File: config.mk
export PLATFORM = sky130hd
export DESIGN_NAME = incr_step_unit
export DESIGN_NICKNAME = d
export VERILOG_FILES = /design/src/rtl/incr_step_unit.sv
export SDC_FILE = /design/constraint.sdc
export NUM_CORES = 1
export LEC_CHECK = 0
export CAP_MARGIN = 20
export CORE_MARGIN = 3
export CORE_UTILIZATION = 48
export DETAILED_ROUTE_END_ITERATION = 12
export GPL_ROUTABILITY_DRIVEN = 0
export PLACE_DENSITY = 0.81
export SLEW_MARGIN = 25
export SYNTH_ARGS = -nofsm -noshare
export SYNTH_HDL_FRONTEND = slang
export SYNTH_SLANG_ARGS = --single-unit
File: constraint.sdc
create_clock -name clk -period 2.9 [get_ports clk]
set_input_delay 0.29 -clock clk [delete_from_list [all_inputs] [get_ports clk]]
set_output_delay 0.29 -clock clk [all_outputs]
set_load 0.05 [all_outputs]
File: src/rtl/incr_step_unit.sv
// rtl/incr_step_unit.sv - sequenced +1-per-clock increment stage with sticky carry (optional INCR_SATURATE_EN)
module incr_step_unit #(
  parameter int CNT_W = 4
) (
  input  logic             clk,
  input  logic             rst_n,
  input  logic             in_valid,
  output logic             in_ready,
  input  logic [3:0]       in_a,
  input  logic [CNT_W-1:0] in_n,
  output logic             out_valid,
  input  logic             out_ready,
  output logic [3:0]       out_s,
  output logic             out_cout,
  output logic             busy
);

  typedef enum logic [1:0] {
    IDLE = 2'd0,
    RUN  = 2'd1,
    DONE = 2'd2
  } state_t;

  state_t           state_q, state_d;
  logic [3:0]       acc_q, acc_d;
  logic [CNT_W-1:0] rem_q, rem_d;
  logic             cout_q, cout_d;

  // Incrementer datapath: bit 0 toggles, carry-out only when every bit is set.
  logic [3:0] acc_inc;
  logic       acc_carry;
  assign acc_inc   = acc_q + 4'd1;
  assign acc_carry = &acc_q;

  // State, accumulator, remaining-step counter and sticky carry registers.
  always_ff @(posedge clk or negedge rst_n) begin
    if (!rst_n) begin
      state_q <= IDLE;
      acc_q   <= 4'h0;
      rem_q   <= '0;
      cout_q  <= 1'b0;
    end else begin
      state_q <= state_d;
      acc_q   <= acc_d;
      rem_q   <= rem_d;
      cout_q  <= cout_d;
    end
  end

  // Next-state logic: load on accept, one increment per RUN cycle, hold in DONE until taken.
  always_comb begin
    state_d = state_q;
    acc_d   = acc_q;
    rem_d   = rem_q;
    cout_d  = cout_q;
    case (state_q)
      IDLE: begin
        if (in_valid) begin
          acc_d   = in_a;
          rem_d   = in_n;
          cout_d  = 1'b0;
          state_d = (in_n != '0) ? RUN : DONE;
        end
      end
      RUN: begin
`ifdef INCR_SATURATE_EN
        acc_d = acc_carry ? acc_q : acc_inc;
`else
        acc_d = acc_inc;
`endif
        cout_d = cout_q | acc_carry;
        rem_d  = rem_q - CNT_W'(1);
        if (rem_q == CNT_W'(1)) begin
          state_d = DONE;
        end
      end
      DONE: begin
        if (out_ready) begin
          state_d = IDLE;
        end
      end
      default: state_d = IDLE;
    endcase
  end

  assign in_ready  = (state_q == IDLE);
  assign out_valid = (state_q == DONE);
  assign busy      = (state_q == RUN);
  assign out_s     = acc_q;
  assign out_cout  = cout_q;

endmodule

---- After elaboration in Yosys (flattened, before gate mapping) ----
Index checks and enable logic that the tools add are counted.
W data, S select, Z words.
storage, ports and cells
  bits in registers ....................... 11
  input bits .............................. 12
cells by class
  add/sub/neg operators ................... 2
  equality and inequality tests ........... 6
  mux-type cells .......................... 11
  bitwise operators ....................... 1
  reduce and logical (&&, ||, !) cells .... 6
operator list
  operator               number
  $pmux W4 S2            2
  $mux W2                4
  $mux W4                2
  $pmux W2 S3            1
  $add A4 B1 Y4 const B  1
  $eq A4 B1 Y1 const B   1
  $ne A2 B1 Y1 const B   2
  $reduce_and A4 Y1      1
  $reduce_bool A4 Y1     1
  $sub A4 B1 Y4 const B  1
  $reduce_and A3 Y1      1
  $eq A2 B1 Y1 const B   1
  $eq A2 B2 Y1 const B   1
  $logic_not A2 Y1       1
  $ne A2 B2 Y1 const B   1
  $pmux W1 S2            1
  $reduce_and A2 Y1      1
  $reduce_bool A2 Y1     1
  $mux W1                1
  $or A1 B1 Y1           1

---- Logic depth before layout (Yosys ltp) ----
  depth after elaboration ................. 4
  depth in mapped cells ................... 5

---- Worst setup path before layout ----
Ideal clock, no wire load.
  path type ............................... register to register
  start point ............................. reg state_q[0]
  end point ............................... reg acc_q[3], in the netlist out_s[3]
  library setup time ...................... 0.126 ns
  arrival ................................. 1.582 ns
  data required time ...................... 2.774 ns
  slack ................................... 1.192 ns
  stages on the path, launching flop included .. 5
  path buffers ............................ 1
  cells stage by stage .................... dfrtp_1 -> buf_6 -> nor2b_1 -> a31oi_1 -> o311a_1
between the ends
  cells in the longest elaborated chain, start to end .. 3
  elaborated cells between the ends (all ways) .. 6
  classes of those cells .................. eq/ne (2); mux (1); reduce/logical (3)
ends and longest elaborated chain
  what                          line  text
  from (decl)                   24    state_t state_q, state_d;
  from (signal assigned)        43    state_q <= state_d;
  $eq A2 B1 Y1 (*)              -
  via busy                      15    output logic busy
  $reduce_bool A2 Y1 (no line)  -
  $reduce_and A2 Y1 (no line)   -
  to (signal assigned)          39    acc_q <= 4'h0;
  to (signal assigned)          44    acc_q <= acc_d;
  to (decl)                     25    logic [3:0] acc_q, acc_d;
Mark *: on every way through the listed nets, which the timed path passes. The rest lies on a longest branch.
A chain may end at the register's enable or synchronous reset.

---- Final worst setup path ----
  start point ............................. reg state_q[0]
  end point ............................... out busy
between the ends
  cells in the longest elaborated chain, start to end .. 1
ends and longest elaborated chain
  what          line  text
  $eq A2 B1 Y1  88    assign busy = (state_q == RUN);
  to (decl)     15
Every way passes these cells.

==> flow_metrics.env <==
export IMPL_end_kind="output port"
export IMPL_syn_avg_cell_area_sq_um=9.52
export IMPL_syn_area_sq_um=686
export IMPL_cts_hold_buf=0
export IMPL_cp_data_arrival_time_ns=2.06
export IMPL_vias_per_cell=5.60
export IMPL_ios=20
export IMPL_dieHeight_um=43.8
export IMPL_yosysUniqueCellTypes=32
export IMPL_grt_pass1_wl_um=2600
export IMPL_synth_seq_area_share_pct=40.1
export IMPL_routed_wl_um=1510
export IMPL_dp_hpwl_um=1170
export IMPL_synthCells=72
export IMPL_clk_latency_ns=0.27
export IMPL_avgRoutedWirePerCell_um=14.3
export IMPL_via_count=594
export IMPL_power_density_nw_per_um2=1140
export IMPL_finalCritPeriodShare_pct=81.1
export IMPL_drive_gt1_share_pct=8.70
export IMPL_synth_seq_cells=11
export IMPL_core_sq_um=1220
export IMPL_critPathKind="flop to output port"
export IMPL_numCtsBuffers=3
export IMPL_final_cell_area_sq_um=883
export IMPL_yosys_warnings=0
export IMPL_dieArea_sq_um=1920
export IMPL_post_cts_setup_buffers=0
export IMPL_hold_path_class="input pin to async pin"
export IMPL_finalHoldViolCount=0
export IMPL_worst_slack_ns=0.548
export IMPL_nNetsFinal=108
export IMPL_gr_total_overflow=0
export IMPL_die_w_um=43.8
export IMPL_place_ws_ns=0.859
export IMPL_place_area_sq_um=856
export IMPL_clk_pin_slew_ns=0.08
export IMPL_clk_path_buf_depth=2
export IMPL_cts_sinks=11
export IMPL_start_kind="flop"
export IMPL_drc=0
export IMPL_area_growth_syn_to_layout_pct=28.8
export IMPL_use_met2_pct=25.3
export IMPL_skew_ns=0.00807
export IMPL_slew_viol_final=0
export IMPL_first_pass_iters=4
export IMPL_antenna_found_initial=0
export IMPL_fin_tns_setup_ns=0
export IMPL_drt_first_iter_violations=27
export IMPL_drtAntennaViolNets=0
export IMPL_grt_pass1_vias=571
export IMPL_finalPower_mw=1.00
export IMPL_worst_pin_slew_ns=0.592
export IMPL_place_inst=102
export IMPL_synth_edf_count=0
export IMPL_cp_max_fo=21
export IMPL_synth_top_flop_cell="dfrtp_1"
export IMPL_grt_max_degree=22
export IMPL_status="complete, no violations"
export IMPL_synthArstFlopShare_pct=100
export IMPL_ctsResizeCount=0
export IMPL_setup_viol=0
export IMPL_ctsRootBufferMaster="clkbuf_4"
export IMPL_syn_nets=87
export IMPL_grt_met1_usage_pct=27.8
export IMPL_grt_util_met3_pct=4.98
export IMPL_max_freq_ghz=0.425
export IMPL_relSlewSlack_pct=60.6
export IMPL_post_route_min_period_ns=2.35
export IMPL_portBuffers=19
export IMPL_diodes=0
export IMPL_rsz0062_at_grt="no"
export IMPL_grt_busiest_layer="met1"
export IMPL_critPathRequiredTime_ns=2.61
export IMPL_ir_drop_uv=788
export IMPL_num_rows=12
export IMPL_h_tree_depth=1
export IMPL_tritoncts="yes"
export IMPL_cap_violations=0
export IMPL_grt_use_total_pct=18.2
export IMPL_fin_cells=106
export IMPL_leakage_nw=0.377
export IMPL_initial_core_util_pct=56.4
[power breakdown]
group	leakage, nW	internal (mW)	switching (mW)
logic	0.235	0.235	0.342
clock network	0.0177	0.0510	0.0531
registers	0.125	0.225	0.0989
total	0.377	0.511	0.494
[cell families after synthesis]
group                      after synthesis  synth area share [%]
adders and majority gates                3                  5.48
buffers and inverters                   10                  9.67
and+or+nand+nor                         24                  21.0
AOI/OAI and AO/OA                       24                  23.7
DFF                                     11                  40.1
[layout by cell type, fill, tap and decap left out, types with 2 or more instances in the layout]
cell type        instances
nand2_1                  5
o2bb2a_1                 2
o21ai_0                  2
a22oi_1                  2
a21oi_1                  4
ha_1                     3
clkdlybuf4s50_1         19
nor2_1                   2
nand2b_1                 3
inv_1                    5
nand3_1                  3
nor2b_1                  3
o21ai_1                  5
dfrtp_1                 11
a31oi_1                  3
clkbuf_4                 3
[cell type report]
type                       instances  area [sq um]
clock buffer                       3          22.5
clock inverter                     1          5.00
fill                             102           333
inverter                           7          28.8
multi-input combinational         51           344
sequential                        11           275
tap                               14          17.5
timing repair buffer              19           190
[synth_stat cells (2+ instances only)]
library cell,instances,share of area [%]
a21oi_1,4,2.9
a22oi_1,2,2.2
a31oi_1,3,2.7
buf_6,2,3.3
dfrtp_1,11,40
ha_1,3,5.5
inv_1,5,2.7
nand2_1,5,2.7
nand2b_1,3,2.7
nand3_1,3,2.2
nor2_1,2,1.1
nor2b_1,3,2.7
o21ai_0,2,1.5
o21ai_1,5,3.6
o2bb2a_1,2,2.9
[registers in the layout, summed over array words and instances (netlist names)]
name and flops:
out_s 4, rem_q 4, state_q 2, out_cout 1
[worst max-delay path, cell delays in order (launching register included)]
cell and delay [ns]:
dfrtp_1 0.72, nor2b_1 0.24, clkdlybuf4s50_1 0.82
[per-stage QoR]
stage                     util (%)  hold slack, ns
after floorplan                  -        -0.00559
after global placement        70.4           0.512
after detailed placement      70.4           0.514
after CTS                     72.6           0.350
after global routing          72.6           0.360
final                         72.6           0.340
[per-layer routing]
metal | vias to the layer above | part of all wire (%)
met2 | 15 | 44
met5 | - | 0
met3 | 2 | 4.5
li1 | 303 | -
met4 | 0 | 0.46
met1 | 274 | 51
[worst paths after layout]
kind | depth (start not counted) | endpoint | slack, ns | startpoint
min in group clk | 1 | rem_q[3]$_DFFE_PN0P_ | 0.54 | rem_q[3]$_DFFE_PN0P_
worst max register to register | 3 | rem_q[2]$_DFFE_PN0P_ | 1.29 | state_q[0]$_DFFE_PN0P_
worst max-delay path | 2 | busy | 0.55 | state_q[0]$_DFFE_PN0P_
max in group asynchronous | 1 | out_cout$_DFFE_PN0P_ | 2.23 | rst_n
worst min-delay path | 1 | out_s[1]$_DFFE_PN0P_ | 0.34 | rst_n
worst min register to register | 1 | rem_q[3]$_DFFE_PN0P_ | 0.54 | rem_q[3]$_DFFE_PN0P_
No activity file was read; power rests on OpenSTA's default activity.
